<file path="config.mk">
export PLATFORM = sky130hd
export DESIGN_NAME = rr_arbiter_dc_flat
export DESIGN_NICKNAME = d
export VERILOG_FILES = /design/src/rtl/rr_arbiter_dc_if.sv /design/src/rtl/rr_arbiter_dc.sv /design/src/flat_wrapper.sv
export SDC_FILE = /design/constraint.sdc
export NUM_CORES = 1
export LEC_CHECK = 0
export BUFFER_PORTS_ARGS = -buffer_cell sky130_fd_sc_hd__buf_4
export CAP_MARGIN = 5
export CORE_UTILIZATION = 30
export CTS_BUF_LIST = sky130_fd_sc_hd__clkbuf_2 sky130_fd_sc_hd__clkbuf_4 sky130_fd_sc_hd__clkbuf_8
export DETAILED_ROUTE_END_ITERATION = 12
export GPL_TIMING_DRIVEN = 0
export PLACE_DENSITY_LB_ADDON = 0.08
export SYNTH_ARGS = -nofsm -noshare
export SYNTH_HDL_FRONTEND = slang
export SYNTH_SLANG_ARGS = --single-unit
</file>
<file path="constraint.sdc">
create_clock -name clk -period 9.24 [get_ports clk]
set_clock_uncertainty 0.1 [all_clocks]
set_input_delay 1.386 -clock clk [delete_from_list [all_inputs] [get_ports clk]]
set_output_delay 1.386 -clock clk [all_outputs]
set_load 0.05 [all_outputs]
</file>
<file path="src/rtl/rr_arbiter_dc_if.sv">
// Request/grant bundle for rr_arbiter_dc.
//   inReq      [7:0]  level-sensitive request lines, bit n = requester n
//   outGnt     [7:0]  one-hot grant, zero when no grant is active
//   outIdx     [2:0]  binary index of the granted requester (valid with outValid)
//   outValid          high while a grant is active
//   outTimeout        one-cycle pulse when a grant is force-released on hold expiry
// Modports:
//   master  requester side (drives inReq, observes the grant)
//   slave   arbiter side (samples inReq, drives the grant)
interface rr_arbiter_dc_if;
  logic [7:0] inReq;
  logic [7:0] outGnt;
  logic [2:0] outIdx;
  logic       outValid;
  logic       outTimeout;

  modport master (
    output inReq,
    input  outGnt,
    input  outIdx,
    input  outValid,
    input  outTimeout
  );

  modport slave (
    input  inReq,
    output outGnt,
    output outIdx,
    output outValid,
    output outTimeout
  );
endinterface

</file>
<file path="src/rtl/rr_arbiter_dc.sv">
// Eight-way round-robin arbiter with a mandatory one-cycle gap between grants.
// The search for the next requester starts at a rotating pointer that moves to
// one past the most recently released requester, so every requester is served
// in turn while requests stay asserted.
//
// Ports:
//   clk    single clock, all state updates on its rising edge
//   rst_n  asynchronous active-low reset
//   bus    rr_arbiter_dc_if.slave (inReq in; outGnt/outIdx/outValid/outTimeout out)
//
// Parameters:
//   HOLD_MAX  maximum consecutive grant cycles before forced release (1..255)
//
// Build option:
//   RR_ARBITER_TIMEOUT_EN  when defined, a grant still requested after HOLD_MAX
//                          cycles is released and outTimeout pulses during the gap.
//                          When undefined, grants last until the request drops and
//                          outTimeout stays 0.
module rr_arbiter_dc #(
  parameter int unsigned HOLD_MAX = 16
) (
  input logic           clk,
  input logic           rst_n,
  rr_arbiter_dc_if.slave bus
);

  // Last grant cycle number before expiry; the counter starts at 0 on entry.
  localparam logic [7:0] HoldLast = 8'(HOLD_MAX - 1);

  typedef enum logic [1:0] {
    StIdle,
    StGrant,
    StGap
  } state_e;

  state_e     state_q;
  logic [2:0] ptr_q;
  logic [7:0] hold_q;
  logic [7:0] gnt_q;
  logic [2:0] idx_q;
  logic       valid_q;
  logic       timeout_q;

  // Rotating priority search: first set request at or above ptr_q, modulo 8.
  logic       sel_found;
  logic [2:0] sel_idx;
  logic [2:0] cand;

  always_comb begin
    sel_found = 1'b0;
    sel_idx   = ptr_q;
    cand      = ptr_q;
    for (int i = 0; i < 8; i++) begin
      cand = ptr_q + i[2:0];
      if (!sel_found && bus.inReq[cand]) begin
        sel_found = 1'b1;
        sel_idx   = cand;
      end
    end
  end

  // Current holder's request line, sampled only in StGrant.
  logic holder_req;
  assign holder_req = bus.inReq[idx_q];

  always_ff @(posedge clk or negedge rst_n) begin
    if (!rst_n) begin
      state_q   <= StIdle;
      ptr_q     <= 3'd0;
      hold_q    <= 8'd0;
      gnt_q     <= 8'h00;
      idx_q     <= 3'd0;
      valid_q   <= 1'b0;
      timeout_q <= 1'b0;
    end else begin
      // The timeout flag is a pulse: only the releasing edge sets it.
      timeout_q <= 1'b0;
      unique case (state_q)
        StIdle: begin
          if (sel_found) begin
            state_q <= StGrant;
            idx_q   <= sel_idx;
            gnt_q   <= 8'h01 << sel_idx;
            valid_q <= 1'b1;
            hold_q  <= 8'd0;
          end
        end
        StGrant: begin
          if (!holder_req) begin
            // A drop on the expiry cycle lands here too, so it is a normal release.
            state_q <= StGap;
            gnt_q   <= 8'h00;
            valid_q <= 1'b0;
            hold_q  <= 8'd0;
            ptr_q   <= idx_q + 3'd1;
`ifdef RR_ARBITER_TIMEOUT_EN
          end else if (hold_q == HoldLast) begin
            state_q   <= StGap;
            gnt_q     <= 8'h00;
            valid_q   <= 1'b0;
            hold_q    <= 8'd0;
            ptr_q     <= idx_q + 3'd1;
            timeout_q <= 1'b1;
`endif
          end else if (hold_q != HoldLast) begin
            // Saturates at HoldLast so a long hold never wraps back to 0.
            hold_q <= hold_q + 8'd1;
          end
        end
        StGap: begin
          state_q <= StIdle;
        end
        default: begin
          state_q <= StIdle;
          gnt_q   <= 8'h00;
          valid_q <= 1'b0;
        end
      endcase
    end
  end

  assign bus.outGnt     = gnt_q;
  assign bus.outIdx     = idx_q;
  assign bus.outValid   = valid_q;
  assign bus.outTimeout = timeout_q;

endmodule

</file>
<file path="src/flat_wrapper.sv">
// flat-port wrapper written by rule: the top's interface ports become plain ports
module rr_arbiter_dc_flat 
#(
  parameter int unsigned HOLD_MAX = 16
)
  (clk, rst_n, bus_inReq, bus_outGnt, bus_outIdx, bus_outValid, bus_outTimeout);
  rr_arbiter_dc_if bus_i ();
  input logic clk;
  input logic rst_n;
  input wire logic [$bits(bus_i.inReq)-1:0] bus_inReq;
  output wire logic [$bits(bus_i.outGnt)-1:0] bus_outGnt;
  output wire logic [$bits(bus_i.outIdx)-1:0] bus_outIdx;
  output wire logic [$bits(bus_i.outValid)-1:0] bus_outValid;
  output wire logic [$bits(bus_i.outTimeout)-1:0] bus_outTimeout;
  assign bus_i.inReq = bus_inReq;
  assign bus_outGnt = bus_i.outGnt;
  assign bus_outIdx = bus_i.outIdx;
  assign bus_outValid = bus_i.outValid;
  assign bus_outTimeout = bus_i.outTimeout;
  rr_arbiter_dc #(.HOLD_MAX(HOLD_MAX)) u_core (.clk(clk), .rst_n(rst_n), .bus(bus_i));
endmodule
</file>
==> impl_metrics.py, run 1 <==
metrics = {
    "finish": {
        "mostFrequentLayoutCells": "23 x buf_4, 17 x dfrtp_1, 15 x nand2_1, 14 x mux4_2, 14 x mux2i_1",
        "instances_no_fill": 258,
        "layout_commonest_cell": "buf_4",
        "drive_gt1_share_pct": 30.9,
        "finish.utilization_pct": 37.7,
        "n_antenna_cell": 0,
        "area_growth_pct": 17.4,
        "fin_nets": 202,
        "stdcell_area_um2": 1980,
    },
    "sta": {
        "min_period_over_period_pct": 46.2,
        "rsz0062_at_grt": "false",
        "finalHoldViolCount": 0,
        "slew_headroom_pct": 35.0,
        "final.setup.tns_ns": 0,
        "slew_violations": 0,
        "finalSetupViolCount": 0,
        "fmax_ghz": 0.234,
        "period_needed_ns": 4.27,
        "worst-slew-pin-transition_ns": 0.965,
    },
    "grt": {
        "grt-ovfl-total": 0,
        "grt_pass1_vias": 1434,
        "antenna_found_initial": 0,
        "grtUsageTotal_pct": 15.8,
        "grt_pass1_wl_mm": 7.43,
        "grt_start_max_net_pins": 18,
    },
    "yosys": {
        "netlist_area_um2": 1690,
        "synth_area_leaders": "dfrtp_1 25%, mux4_2 19%, mux2i_1 8.3%",
        "synth_ff_type": "dfrtp_1",
        "avgSynthCellArea_um2": 10.4,
        "synthDistinctLibCells": 52,
        "synthArstFlopShare_pct": 100,
        "ys_warn_count": 0,
        "synth_top_cell_by_area": "dfrtp_1",
        "syn_inst": 163,
        "syn-num-nets": 176,
        "seq_area_frac_synth_pct": 25.2,
        "synth_edf_count": 0,
        "synth-seq-cells": 17,
        "yosysTopAreaCellShare_pct": 25.2,
    },
    "routing": {
        "drt_iter0_markers": 155,
        "dr.pass1.iters": 4,
        "drc": 0,
        "route.vias.total": 1448,
        "ant_nets": 0,
        "via_per_inst": 5.61,
        "routed_wl_mm": 4.47,
        "avgRoutedWirePerCell_um": 17.3,
    },
    "clocking": {
        "cts_root_buf": "clkbuf_8",
        "cts.clk_slew.worst_paths_ns": 0.06,
        "cts_hold_buffers": 0,
        "cts_inserted_buffers": 3,
        "clk_latency_ns": 0.25,
        "tritoncts": "done",
        "clock-sinks": 17,
        "cts_resized": 0,
        "clockBufferDepth": 2,
        "cts-htree-levels": 1,
        "post_cts_buffers": 0,
    },
    "worst_setup_path": {
        "critPathKind": "register to register",
        "setup.worst_path.end_class": "register",
        "r2r-end": "u_core.bus.outGnt[7]$_DFFE_PN0P_",
        "cp-endpoint": "u_core.bus.outGnt[7]$_DFFE_PN0P_",
        "crit_path_start_kind": "register",
        "crit_start": "u_core.ptr_q[1]$_DFFE_PN0P_",
        "worstPathArrival_ns": 4.32,
        "r2r_cells": 11,
        "worst_ep_required_time_ns": 9.29,
        "ff2ff_setup_slack_ns": 4.97,
        "r2r_start": "u_core.ptr_q[1]$_DFFE_PN0P_",
        "cp_max_fo": 10,
    },
    "placement": {
        "hpwl_mm": 3.45,
        "dpl.cell_count": 254,
        "place_area_um2": 1940,
        "numPortBuffers": 21,
        "place_congestion": 0.905,
    },
    "die": {
        "die_area_um2": 5940,
        "die_y_um": 77.1,
        "core_um2": 5270,
        "num_rows": 26,
        "die_w_um": 77.1,
        "start_util_pct": 32.1,
        "boundaryPins": 23,
    },
    "worst_hold_path": {
        "min_path_type": "register to register",
        "holdCritStartpoint": "u_core.bus.outValid$_DFFE_PN0P_",
    },
    "flow_run": {
        "cap_violations": 0,
    },
    "outcome": {
        "status": "completed",
    },
}
routing by layer:
layer | up-vias | global-route usage [%] | part of all wire [%]
met5 | - | 0 | 0
met4 | 0 | 3.40 | 0.65
met3 | 5 | 2.74 | 5.1
met2 | 41 | 25.0 | 45
met1 | 704 | 22.4 | 49
li1 | 698 | - | -
critical path: stages, from the launching register on:
cell and delay [ns]:
dfrtp_1 0.36, buf_2 0.27, clkinv_1 0.37, ha_1 0.50
buf_6 0.19, mux2i_1 0.10, mux4_2 0.54, a32oi_4 0.40
nor3_1 0.16, a2111oi_0 0.57, mux2i_1 0.33, o31ai_1 0.28
registers in the layout, indices dropped and copies added, names as in the netlist:
| signal | count |
|---|---|
| u_core.bus.outIdx | 3 |
| u_core.bus.outGnt | 8 |
| u_core.bus.outValid | 1 |
| u_core.state_q | 2 |
| u_core.ptr_q | 3 |
synthesized netlist by cell type (3+ instances only):
library cell,number
o31ai_1,9
clkbuf_1,3
o21ai_0,9
nand3_1,9
inv_1,3
mux2_2,3
nor2_1,7
nand2_1,15
mux4_2,14
dfrtp_1,17
ha_1,3
nor3_1,3
or2_2,3
a21oi_1,5
mux2i_1,14
logic make-up (layout without fill, tap and decap cells):
| group | count (synthesis) | count (layout) | synth area share, % |
|---|---|---|---|
| AOI/OAI and AO/OA | 42 | 42 | 19.1 |
| DFF | 17 | 17 | 25.2 |
| xor gates and xnor gates | 3 | 3 | 1.55 |
| buffers and inverters | 13 | 38 | 4.37 |
| other | 1 | 1 | 0.222 |
| muxes | 33 | 33 | 31.2 |
| and+or+nand+nor | 51 | 51 | 16.2 |
| adders and majority gates | 3 | 3 | 2.22 |
stage by stage:
step                setup WS [ns]  hold WS [ns]
floorplan                    5.52         0.464
global placement             4.99         0.388
detailed placement           4.97         0.394
CTS                          5.00         0.409
global route                 4.66         0.430
finish                       4.97         0.403
worst min path at each step:
| stage | to | slack, ns | cells past startpoint |
|---|---|---|---|
| 2_1_floorplan | u_core.state_q[0]$_DFFE_PN0P_ | 0.46 | 2 |
| 3_3_place_gp | u_core.bus.outValid$_DFFE_PN0P_ | 0.39 | 2 |
| 3_5_place_dp | u_core.bus.outGnt[3]$_DFFE_PN0P_ | 0.39 | 2 |
| 4_1_cts | u_core.bus.outGnt[3]$_DFFE_PN0P_ | 0.41 | 2 |
| 5_1_grt | u_core.bus.outGnt[0]$_DFFE_PN0P_ | 0.43 | 2 |
| 6_report | u_core.bus.outValid$_DFFE_PN0P_ | 0.40 | 2 |
layout make-up:
cell class              instances  area (um^2)
inverters                       4         15.0
clock buffers                   4         48.8
multi-input cells             133         1190
well taps                      70         87.6
fillers                       536         3290
repair buffers                 21          158
plain buffers                   9         58.8
flip-flops and latches         17          425
Power of run 1 is left out: the tool's default activity adds up to more than one toggle a clock period on the data nets, which glitch-free logic cannot reach.
==> run 2: changes to the inputs <==
==> constraint.sdc (replaced) <==
create_clock -name clk -period 3.8 [get_ports clk]
set_clock_uncertainty 0.1 [all_clocks]
set_input_delay 0.57 -clock clk [delete_from_list [all_inputs] [get_ports clk]]
set_output_delay 0.57 -clock clk [all_outputs]
set_load 0.05 [all_outputs]
==> run 2 against run 1 <==
Net effect: critical path depth is the same; clock-buffer cell count is the same; via count grew 1.7%; design area grew 4.0%; wire length grew 1.1%; register-to-register slack lost 4.8 ns; sequential share of layout area shrank 0.82 points; cell count grew 1.2%; non-clock buffer count grew 3; first-iteration DRC count shrank 22%; maximum frequency grew 17%; sequential cell count is the same; critical path type unchanged; highest routed layer unchanged.
==> impl_metrics.py, run 2 (same netlist as run 1, synthesis figures left out) <==
metrics = {
    "sta": {
        "period_needed_ns": 3.66,
        "fmax_ghz": 0.273,
        "slew_headroom_pct": 34.1,
        "min_period_over_period_pct": 96.3,
        "post-route-worst-setup-slack_ns": 0.141,
        "rsz0062_at_grt": "false",
        "final.setup.tns_ns": 0,
        "finalHoldViolCount": 0,
        "finalSetupViolCount": 0,
        "worst-slew-pin-transition_ns": 0.978,
        "slew_violations": 0,
    },
    "worst_setup_path": {
        "cp_common_cell": "or3_4",
        "setup.worst_path.end_class": "register",
        "slowest_stage": "or3_4",
        "cp_max_fo": 10,
        "cp-endpoint": "u_core.bus.outGnt[0]$_DFFE_PN0P_",
        "crit_chain": "clkbuf_4, clkinv_4, ha_1, buf_6, mux4_2, mux2_4, nand2b_4, or3_4, or3_4, a31o_4, o31ai_1",
        "critPathKind": "register to register",
        "ff2ff_setup_slack_ns": 0.14,
        "worstPathArrival_ns": 3.72,
        "crit_path_start_kind": "register",
        "r2r_start": "u_core.ptr_q[1]$_DFFE_PN0P_",
        "r2r_cells": 11,
        "worst_ep_required_time_ns": 3.86,
        "critical-path-max-stage-delay_ns": 0.42,
        "crit_start": "u_core.ptr_q[1]$_DFFE_PN0P_",
        "r2r-end": "u_core.bus.outGnt[0]$_DFFE_PN0P_",
    },
    "routing": {
        "ant_nets": 0,
        "avgRoutedWirePerCell_um": 17.3,
        "drt_iter0_markers": 121,
        "dr.pass1.iters": 4,
        "route.vias.total": 1473,
        "drc": 0,
        "via_per_inst": 5.64,
        "routed_wl_mm": 4.52,
    },
    "clocking": {
        "cts_inserted_buffers": 3,
        "cts-htree-levels": 1,
        "clock-sinks": 17,
        "cts_root_buf": "clkbuf_8",
        "tritoncts": "done",
        "clk_latency_ns": 0.25,
        "cts.clk_slew.worst_paths_ns": 0.07,
        "cts_hold_buffers": 0,
        "clockBufferDepth": 2,
    },
    "placement": {
        "place_ws_ns": -0.438,
        "dpl.cell_count": 254,
        "hpwl_mm": 3.45,
        "place_congestion": 0.905,
        "numPortBuffers": 21,
    },
    "worst_hold_path": {
        "min_path_type": "primary input to asynchronous set/reset pin",
    },
    "grt": {
        "grt_pass1_wl_mm": 7.47,
        "antenna_found_initial": 0,
        "grt-ovfl-total": 0,
        "grt_start_max_net_pins": 18,
        "grtUsageTotal_pct": 15.9,
        "grt_pass1_vias": 1453,
    },
    "die": {
        "start_util_pct": 32.1,
        "die_y_um": 77.1,
        "core_um2": 5270,
        "boundaryPins": 23,
        "die_area_um2": 5940,
        "die_w_um": 77.1,
        "num_rows": 26,
    },
    "outcome": {
        "status": "completed",
    },
    "finish": {
        "instances_no_fill": 261,
        "area_growth_pct": 22.1,
        "largest_reg_flops": 8,
        "mostFrequentLayoutCells": "26 x buf_4, 17 x dfrtp_1, 15 x nand2_1, 14 x mux4_2, 13 x mux2i_1",
        "fin_nets": 205,
        "drive_gt1_share_pct": 36.6,
        "n_antenna_cell": 0,
        "layout_commonest_cell": "buf_4",
    },
    "flow_run": {
        "cap_violations": 0,
    },
}
==> run 2: area by class of cell <==
cell class / instances / area [um^2]
timing repair buffer: 24 / 180
multi-input combinational: 133 / 1240
sequential: 17 / 425
fill: 535 / 3210
buffer: 9 / 62.6
inverter: 4 / 20.0
clock buffer: 4 / 48.8
tap: 70 / 87.6
==> run 2: per-stage QoR <==
| step | util [%] | area [um^2] | hold slack (ns) |
|---|---|---|---|
| floorplan | - | 1690 | 0.174 |
| global placement | 36.7 | 1940 | 0.344 |
| detailed placement | 36.7 | 1940 | 0.349 |
| CTS | 38.8 | 2050 | 0.0709 |
| global route | 39.2 | 2060 | 0.0828 |
| finish | 39.2 | 2060 | 0.0673 |
==> run 2: how the worst min path moves through the flow <==
stage                     slack, ns                                to  startpoint
after floorplan                0.17  u_core.bus.outGnt[0]$_DFFE_PN0P_       rst_n
after global placement         0.34  u_core.bus.outGnt[3]$_DFFE_PN0P_       rst_n
after detailed placement       0.35  u_core.bus.outGnt[3]$_DFFE_PN0P_       rst_n
after CTS                      0.07  u_core.bus.outGnt[3]$_DFFE_PN0P_       rst_n
after global routing           0.08  u_core.bus.outGnt[3]$_DFFE_PN0P_       rst_n
final                          0.07  u_core.bus.outGnt[3]$_DFFE_PN0P_       rst_n
==> run 2: per-layer routing <==
| metal | share of wire (%) | track usage (%) | vias up | wire [um] |
|---|---|---|---|---|
| li1 | - | - | 704 | - |
| met1 | 49 | 22.7 | 731 | 2220 |
| met2 | 45 | 25.2 | 31 | 2050 |
| met3 | 4.4 | 2.74 | 7 | 200 |
| met4 | 0.97 | 3.40 | 0 | 44 |
| met5 | 0 | 0 | - | 0 |
==> run 2: critical path, delay by kind of cell, from the launching register on <==
family	cells	cell delay, ns
muxes	2	0.69
AOI/OAI and AO/OA	2	0.49
and+or+nand+nor	3	0.98
buffers and inverters	3	0.57
adders and majority gates	1	0.38
DFF	1	0.36
==> run 2: timing repair <==
action / CTS / global route
gates resized for setup: 11 / 4
pin swaps: 1 / 0
buffers inserted: 3 / 0
endpoints found under the setup margin: 13 / 10
Power of run 2 is left out for the same reason.
